==> config.mk <==
export PLATFORM = sky130hd
export DESIGN_NAME = display_timing
export DESIGN_NICKNAME = d
export VERILOG_FILES = /design/src/rtl/display_pkg.sv /design/src/rtl/wrap_counter.sv /design/src/rtl/display_timing.sv
export SDC_FILE = /design/constraint.sdc
export NUM_CORES = 1
export LEC_CHECK = 0
export BUFFER_PORTS_ARGS = -buffer_cell sky130_fd_sc_hd__buf_4
export CORE_MARGIN = 2
export CORE_UTILIZATION = 45
export CTS_CLUSTER_SIZE = 40
export DETAILED_ROUTE_END_ITERATION = 16
export PLACE_DENSITY = 0.69
export SLEW_MARGIN = 20
export SYNTH_ARGS = -nofsm -noshare
export SYNTH_HDL_FRONTEND = slang
export SYNTH_SLANG_ARGS = --single-unit
==> constraint.sdc <==
create_clock -name pix_clk -period 2.85 [get_ports pix_clk]
set_input_delay 0.57 -clock pix_clk [delete_from_list [all_inputs] [get_ports pix_clk]]
set_output_delay 0.57 -clock pix_clk [all_outputs]
set_load 0.03 [all_outputs]
==> src/rtl/display_pkg.sv <==
// rtl/display_pkg.sv - 640x480@60 raster timing constants shared by the display path
package display_pkg;

  localparam int CORDW = 10;

  localparam int H_ACTIVE = 640;
  localparam int H_FP     = 16;
  localparam int H_SYNC   = 96;
  localparam int H_BP     = 48;
  localparam int V_ACTIVE = 480;
  localparam int V_FP     = 10;
  localparam int V_SYNC   = 2;
  localparam int V_BP     = 33;

  localparam logic H_POL = 1'b0;
  localparam logic V_POL = 1'b0;

  localparam int H_TOTAL = H_BP + H_ACTIVE + H_FP + H_SYNC;
  localparam int V_TOTAL = V_BP + V_ACTIVE + V_FP + V_SYNC;

  // Region boundaries for the back porch, active, front porch, sync line order
  localparam int H_ACT_START  = H_BP;
  localparam int H_ACT_END    = H_BP + H_ACTIVE;
  localparam int H_SYNC_START = H_BP + H_ACTIVE + H_FP;
  localparam int V_ACT_START  = V_BP;
  localparam int V_ACT_END    = V_BP + V_ACTIVE;
  localparam int V_SYNC_START = V_BP + V_ACTIVE + V_FP;

  typedef logic [CORDW-1:0] coord_t;

endpackage

==> src/rtl/wrap_counter.sv <==
// rtl/wrap_counter.sv - enable-gated counter that wraps from MAX to 0 and flags the wrap
module wrap_counter #(
  parameter int WIDTH = 10,
  parameter int MAX   = 799
) (
  input  logic             clk,
  input  logic             rst,
  input  logic             inc,
  output logic [WIDTH-1:0] count,
  output logic [WIDTH-1:0] count_next,
  output logic             wrap
);

  logic [WIDTH-1:0] count_q;
  logic [WIDTH-1:0] count_d;

  assign wrap = inc && (count_q == WIDTH'(MAX));

  always_comb begin
    count_d = count_q;
    if (inc) begin
      count_d = wrap ? '0 : count_q + 1'b1;
    end
  end

  always_ff @(posedge clk or posedge rst) begin
    if (rst) begin
      count_q <= '0;
    end else begin
      count_q <= count_d;
    end
  end

  assign count      = count_q;
  assign count_next = count_d;

endmodule

==> src/rtl/display_timing.sv <==
// rtl/display_timing.sv - raster counters with registered de/sync/line/frame aligned to sx/sy
module display_timing
  import display_pkg::*;
#(
  parameter int   CORDW    = display_pkg::CORDW,
  parameter int   H_ACTIVE = display_pkg::H_ACTIVE,
  parameter int   H_FP     = display_pkg::H_FP,
  parameter int   H_SYNC   = display_pkg::H_SYNC,
  parameter int   H_BP     = display_pkg::H_BP,
  parameter int   V_ACTIVE = display_pkg::V_ACTIVE,
  parameter int   V_FP     = display_pkg::V_FP,
  parameter int   V_SYNC   = display_pkg::V_SYNC,
  parameter int   V_BP     = display_pkg::V_BP,
  parameter logic H_POL    = display_pkg::H_POL,
  parameter logic V_POL    = display_pkg::V_POL
) (
  input  logic             pix_clk,
  input  logic             rst_pix,
  output logic [CORDW-1:0] sx,
  output logic [CORDW-1:0] sy,
  output logic             de,
  output logic             hsync,
  output logic             vsync,
  output logic             line,
  output logic             frame
);

  localparam int H_TOT = H_BP + H_ACTIVE + H_FP + H_SYNC;
  localparam int V_TOT = V_BP + V_ACTIVE + V_FP + V_SYNC;

  localparam logic [CORDW-1:0] HA_START = CORDW'(H_BP);
  localparam logic [CORDW-1:0] HA_END   = CORDW'(H_BP + H_ACTIVE);
  localparam logic [CORDW-1:0] HS_START = CORDW'(H_BP + H_ACTIVE + H_FP);
  localparam logic [CORDW-1:0] VA_START = CORDW'(V_BP);
  localparam logic [CORDW-1:0] VA_END   = CORDW'(V_BP + V_ACTIVE);
  localparam logic [CORDW-1:0] VS_START = CORDW'(V_BP + V_ACTIVE + V_FP);

  logic [CORDW-1:0] sx_d;
  logic [CORDW-1:0] sy_d;
  logic             h_wrap;
  logic             v_wrap;

  wrap_counter #(.WIDTH(CORDW), .MAX(H_TOT - 1)) u_hcnt (
    .clk        (pix_clk),
    .rst        (rst_pix),
    .inc        (1'b1),
    .count      (sx),
    .count_next (sx_d),
    .wrap       (h_wrap)
  );

  wrap_counter #(.WIDTH(CORDW), .MAX(V_TOT - 1)) u_vcnt (
    .clk        (pix_clk),
    .rst        (rst_pix),
    .inc        (h_wrap),
    .count      (sy),
    .count_next (sy_d),
    .wrap       (v_wrap)
  );

  logic de_q, de_d;
  logic hsync_q, hsync_d;
  logic vsync_q, vsync_d;
  logic line_q, line_d;
  logic frame_q, frame_d;

  // Decode the next coordinates so each registered flag lands with the count it describes
  always_comb begin
    de_d    = (sx_d >= HA_START) && (sx_d < HA_END) && (sy_d >= VA_START) && (sy_d < VA_END);
    hsync_d = (sx_d >= HS_START) ? H_POL : ~H_POL;
    vsync_d = (sy_d >= VS_START) ? V_POL : ~V_POL;
    line_d  = h_wrap;
    frame_d = v_wrap;
  end

  always_ff @(posedge pix_clk or posedge rst_pix) begin
    if (rst_pix) begin
      de_q    <= 1'b0;
      hsync_q <= ~H_POL;
      vsync_q <= ~V_POL;
      line_q  <= 1'b0;
      frame_q <= 1'b0;
    end else begin
      de_q    <= de_d;
      hsync_q <= hsync_d;
      vsync_q <= vsync_d;
      line_q  <= line_d;
      frame_q <= frame_d;
    end
  end

  assign de    = de_q;
  assign hsync = hsync_q;
  assign vsync = vsync_q;
  assign line  = line_q;
  assign frame = frame_q;

endmodule

-- Word level (Yosys, flattened, before mapping)
Cells that the tools add are included.
- register bits: 25
- bits of input ports: 2
- output and inout port bits: 25
- logic and storage cells: 26
- add/subtract/negate cells: 2
- magnitude comparators: 6
- equality and inequality tests: 2
- mux-type cells: 5
- reduce and logical (&&, ||, !) cells: 4
- operator list (cell ; number):
    $mux W10 ; 3
    $add A10 B1 Y10 const B ; 2
    $eq A10 B10 Y1 const B ; 2
    $ge A10 B10 Y1 const B ; 2
    $ge A10 B6 Y1 const B ; 2
    $lt A10 B10 Y1 const B ; 2
    $logic_and A1 B1 Y1 ; 4
    $mux W1 ; 2

-- Logic depth before layout (Yosys ltp)
- depth after elaboration: 7
- mapped depth: 9
- gate-level depth less buffers: 9

-- Cells and area by module
A second synthesis with hierarchy kept.
- cells, all modules: 130
- area, all modules: 1311.3 um2
- by module, submodules not included (module ; instances ; cells each ; area an instance (um2) ; seq. area each (um2)):
    wrap_counter (u_vcnt) ; 1 ; 51 ; 536.8 ; 250.2
    wrap_counter (u_hcnt) ; 1 ; 55 ; 523.0 ; 250.2
    display_timing ; 1 ; 24 ; 251.5 ; 127.6

-- Least setup slack after synthesis
No wires, ideal clock.
- path type: reg2reg
- from: register u_hcnt.count_q[0] (netlist: u_hcnt.count[0])
- to: register de_q (netlist: de)
- setup time: 87 ps
- arrival time: 2461 ps
- data required time: 2763 ps
- setup slack: 302 ps
- cell stages (with the launch flop): 9
- buffers on the path: 0
- clock period less this slack: 2548 ps
- cell sequence: dfrtp_1 > ha_1 > nand4_2 > nor4_2 > mux2_4 > a311o_2 > nor4_2 > nand4b_1 > a211oi_2
- longest elaborated chain between the ends: 7
- elaborated cells on any way between the ends: 13
- those cells by class: 1 x add/sub; 4 x order compare; 1 x eq/ne; 3 x mux; 4 x reduce/logical
- ends and longest elaborated chain (item ; RTL line ; RTL):
    start: declaration ; wrap_counter.sv:14 ; logic [WIDTH-1:0] count_q;
    start signal: assignment ; wrap_counter.sv:30 ; count_q <= count_d;
    $eq A10 B10 Y1 * ; wrap_counter.sv:17 ; assign wrap = inc && (count_q == WIDTH'(MAX));
    $logic_and A1 B1 Y1 ; wrap_counter.sv:17 ;
    $mux W10 ; wrap_counter.sv:22 ; count_d = wrap ? '0 : count_q + 1'b1;
    $mux W10 * ; wrap_counter.sv:21 ; if (inc) begin
    net sy_d[4] ; display_timing.sv:39 ; logic [CORDW-1:0] sy_d;
    $ge A10 B6 Y1 ; display_timing.sv:69 ; de_d = (sx_d >= HA_START) && (sx_d < HA_END) && (sy_d >= VA_START) && (sy_d < VA_END);
    $logic_and A1 B1 Y1 ; display_timing.sv:69 ;
    $logic_and A1 B1 Y1 * ; display_timing.sv:69 ;
    net de_d ; display_timing.sv:61 ; logic de_q, de_d;
    end signal: assignment ; display_timing.sv:78 ; de_q <= 1'b0;
    end signal: assignment ; display_timing.sv:84 ; de_q <= de_d;
    end: declaration ; display_timing.sv:61 ;
Mark *: on every way through the listed nets, which the timed path passes. The rest lies on a longest branch.

-- Worst setup path after layout
Same ends and word-level chain as after synthesis.

==> metrics.txt <==
outcome completed; post-route fraction of the period consumed by the critical path 88.8%; pin count of the biggest net entering global routing 26; leakage power summed over all cells 0.741 nW; half-perimeter wire length of the detailed placement result 2130 um; time the final worst path needs with I/O delays and setup 2.53 ns; I/O Buffers 26; number of endpoints with negative hold slack in the final report 0; Core Box Area 3030 um^2; cell area after technology mapping 1420 um^2; starting density of the core 46.7%; main flop type after synthesis sky130_fd_sc_hd__dfrtp_1; fraction of layout instances using a drive strength above 1 30.5%; number of synthesized register bits 25; signal arrival time at the worst endpoint 2.77 ns; EDFF count, synth 0; unrepaired setup endpoints after global routing false; Antenna Cells 0; most frequent cell on the critical path sky130_fd_sc_hd__nor4_2; CP top delay family simple AND/OR/NAND/NOR gates; Hold WC Path Type in2async; overall routing resource usage 18.2%; root buffer selected by CTS sky130_fd_sc_hd__clkbuf_4; Routed Antenna Nets 0; Gates resized, CTS repair 0; mean cell area of the mapped netlist 10.5 um^2; Post-Synthesis Cells 135; element type at the critical path end flop; timing-limited maximum frequency 395 MHz; transition at the pin with the smallest max-transition slack 0.864 ns; CP startpoint kind flop; crit path buf inv count 0; final setup vio count 0; antenna violations before repair 0; average wire per standard cell 13.9 um; H-tree level count 1; pins over their slew limit 0; number of warnings reported in the yosys synthesis log 0; Total Wirelength 2900 um; cell chain of the critical path ha_1 > nand4_2 > nor4_2 > mux2_4 > a311o_2 > nor4_2 > nand4b_1 > a211oi_2; die outline area 3610 um^2; post-CTS clock slew at the launch and capture registers of the worst setup and hold paths 0.13 ns; max_cap viols 0; TritonCTS clock tree yes; gpl congestion 0.815; first-pass GRT wire length 4890 um; share of the yosys chip area belonging to registers 44.4%; # rows 20; DIE WIDTH 60.1 um; final clock skew 0.00571 ns; tightest slew margin relative to the limit 42.0%; critical path fanouts, max 6; relative area change from synthesis to final layout 18.7%; DIE HEIGHT 60.1 um; routed via count 1133; power density over the cells 306 nW/um^2; total number of nets in the final design 171; vias in the first global route 1042; share of flip-flops with an asynchronous set or reset 100%; iteration-0 DRC count of the detailed router 102; residual overflow from global routing 0; number of post-CTS setup repair buffers 0; slowest library cell on the worst path sky130_fd_sc_hd__dfrtp_1; CTS sink count 25; Worst IR Drop VDD 0.172 mV; final routed DRC violation total 0; number of detailed-routing iterations run before antenna repair 4; number of buffers on the longest clock path 2; number of library cell types mapped by synthesis 49; data required time at the worst endpoint 3.09 ns; core utilization of the finished layout 55.5%; syn_nets 141; clock buffer count from CTS 3; I/O pin total 27; delay of the slowest critical-path stage 0.45 ns; category of the most critical setup path reg2reg; clock insertion delay at the later pin of the skew report 0.31 ns; hold-fix buffers at CTS 0; vias per inst 5.45; sum of negative setup slack 0 ns
-- flip-flops by register name (all words and copies together) (netlist names) --
signal,cells
u_hcnt.count,10
u_vcnt.count,10
de,1
frame,1
hsync,1
line,1
vsync,1
-- final cells by class --
type	count	area [um^2]
Clock buffer	4	26.3
Fill cell	274	1350
Inverter	6	22.5
Multi-Input combinational cell	101	737
Sequential cell	25	628
Tap cell	44	55.1
Timing Repair Buffer	28	210
-- worst paths after layout --
kind | from | endpoint | slack (ns) | cells past startpoint
max in group asynchronous | rst_pix | u_hcnt.count[6]$_DFF_PP0_ | 2.13 | 2
worst max register to register | u_hcnt.count[0]$_DFF_PP0_ | de$_DFF_PP0_ | 0.32 | 8
min in group pix_clk | u_hcnt.count[0]$_DFF_PP0_ | u_hcnt.count[0]$_DFF_PP0_ | 0.55 | 1
worst max-delay path | u_hcnt.count[0]$_DFF_PP0_ | de$_DFF_PP0_ | 0.32 | 8
worst min-delay path | rst_pix | u_vcnt.count[4]$_DFF_PP0_ | 0.32 | 2
worst min register to register | u_hcnt.count[0]$_DFF_PP0_ | u_hcnt.count[0]$_DFF_PP0_ | 0.55 | 1
-- stage by stage --
stage                     cells  hold slack, ns  power [W]  area (um^2)  worst slack (ns)
after global routing        208           0.379   0.000541         1680            0.0830
final                       208           0.321   0.000513         1680             0.320
after floorplan             135           0.596   0.000367         1420             0.302
after CTS                   208           0.491   0.000524         1680             0.286
after detailed placement    204           0.536   0.000370         1650             0.333
after global placement      204           0.513   0.000370         1650             0.424
-- per-layer routing --
metal  global-route usage [%]  share of wire, %  up-vias
met5                        0                 0        -
met4                     7.62               1.1        0
met3                     2.38               3.2        4
met2                     29.3                49       29
met1                     24.7                47      552
li1                         -                 -      548
-- cells by family after synthesis --
group | share of synthesized area [%]
flops | 44.4
xor+xnor | 6.81
compound gates | 13.1
buf+inv | 3.54
fa+ha+maj | 3.54
simple gates | 26.8
mux | 1.86
-- cell usage after synthesis (2+ instances only) --
master                     number  area, um^2
sky130_fd_sc_hd__xnor2_1        5        43.8
sky130_fd_sc_hd__nand2b_1       2        12.5
sky130_fd_sc_hd__nor3_1         4        20.0
sky130_fd_sc_hd__nor2_1         8        30.0
sky130_fd_sc_hd__a21oi_1        3        15.0
sky130_fd_sc_hd__nand3_1        7        35.0
sky130_fd_sc_hd__and3_1         2        12.5
sky130_fd_sc_hd__buf_6          2        22.5
sky130_fd_sc_hd__nand2_1       13        48.8
sky130_fd_sc_hd__inv_1          6        22.5
sky130_fd_sc_hd__xor2_1         6        52.6
sky130_fd_sc_hd__nor4_2         3        37.5
sky130_fd_sc_hd__o21ai_1        2        10.0
sky130_fd_sc_hd__o211ai_1       2        15.0
sky130_fd_sc_hd__dfstp_2        2        52.6
sky130_fd_sc_hd__and4_1         2        17.5
sky130_fd_sc_hd__nand4_1        3        18.8
sky130_fd_sc_hd__nor2b_1        4        25.0
sky130_fd_sc_hd__o21ai_0        3        15.0
sky130_fd_sc_hd__ha_1           4        50.1
sky130_fd_sc_hd__and2_1         2        12.5
sky130_fd_sc_hd__dfrtp_1       23         576
-- placed cells by master, fill, tap and decap left out, types with 2 or more instances in the layout --
cell type and n:
sky130_fd_sc_hd__nor3_1 4, sky130_fd_sc_hd__a21oi_1 3, sky130_fd_sc_hd__dfrtp_1 23, sky130_fd_sc_hd__xor2_1 6, sky130_fd_sc_hd__o21ai_1 2, sky130_fd_sc_hd__xnor2_1 5, sky130_fd_sc_hd__ha_1 4, sky130_fd_sc_hd__dfstp_2 2
sky130_fd_sc_hd__clkbuf_4 3, sky130_fd_sc_hd__nor2b_1 4, sky130_fd_sc_hd__o211ai_1 2, sky130_fd_sc_hd__nor2_1 8, sky130_fd_sc_hd__and4_1 2, sky130_fd_sc_hd__nand2b_1 2, sky130_fd_sc_hd__o21ai_0 3, sky130_fd_sc_hd__and2_1 2
sky130_fd_sc_hd__nand4_1 3, sky130_fd_sc_hd__buf_4 28, sky130_fd_sc_hd__nand2_1 13, sky130_fd_sc_hd__and3_1 2, sky130_fd_sc_hd__nor4_2 3, sky130_fd_sc_hd__nand3_1 7, sky130_fd_sc_hd__inv_1 5
-- power by group --
group          internal (W)    total, W  switching (W)
sequential         0.000355    0.000355              0
clock             0.0000546    0.000151      0.0000964
combinational   0.000000965  0.00000759     0.00000663
total              0.000410    0.000513       0.000103
(Power assumes the default switching activity.)
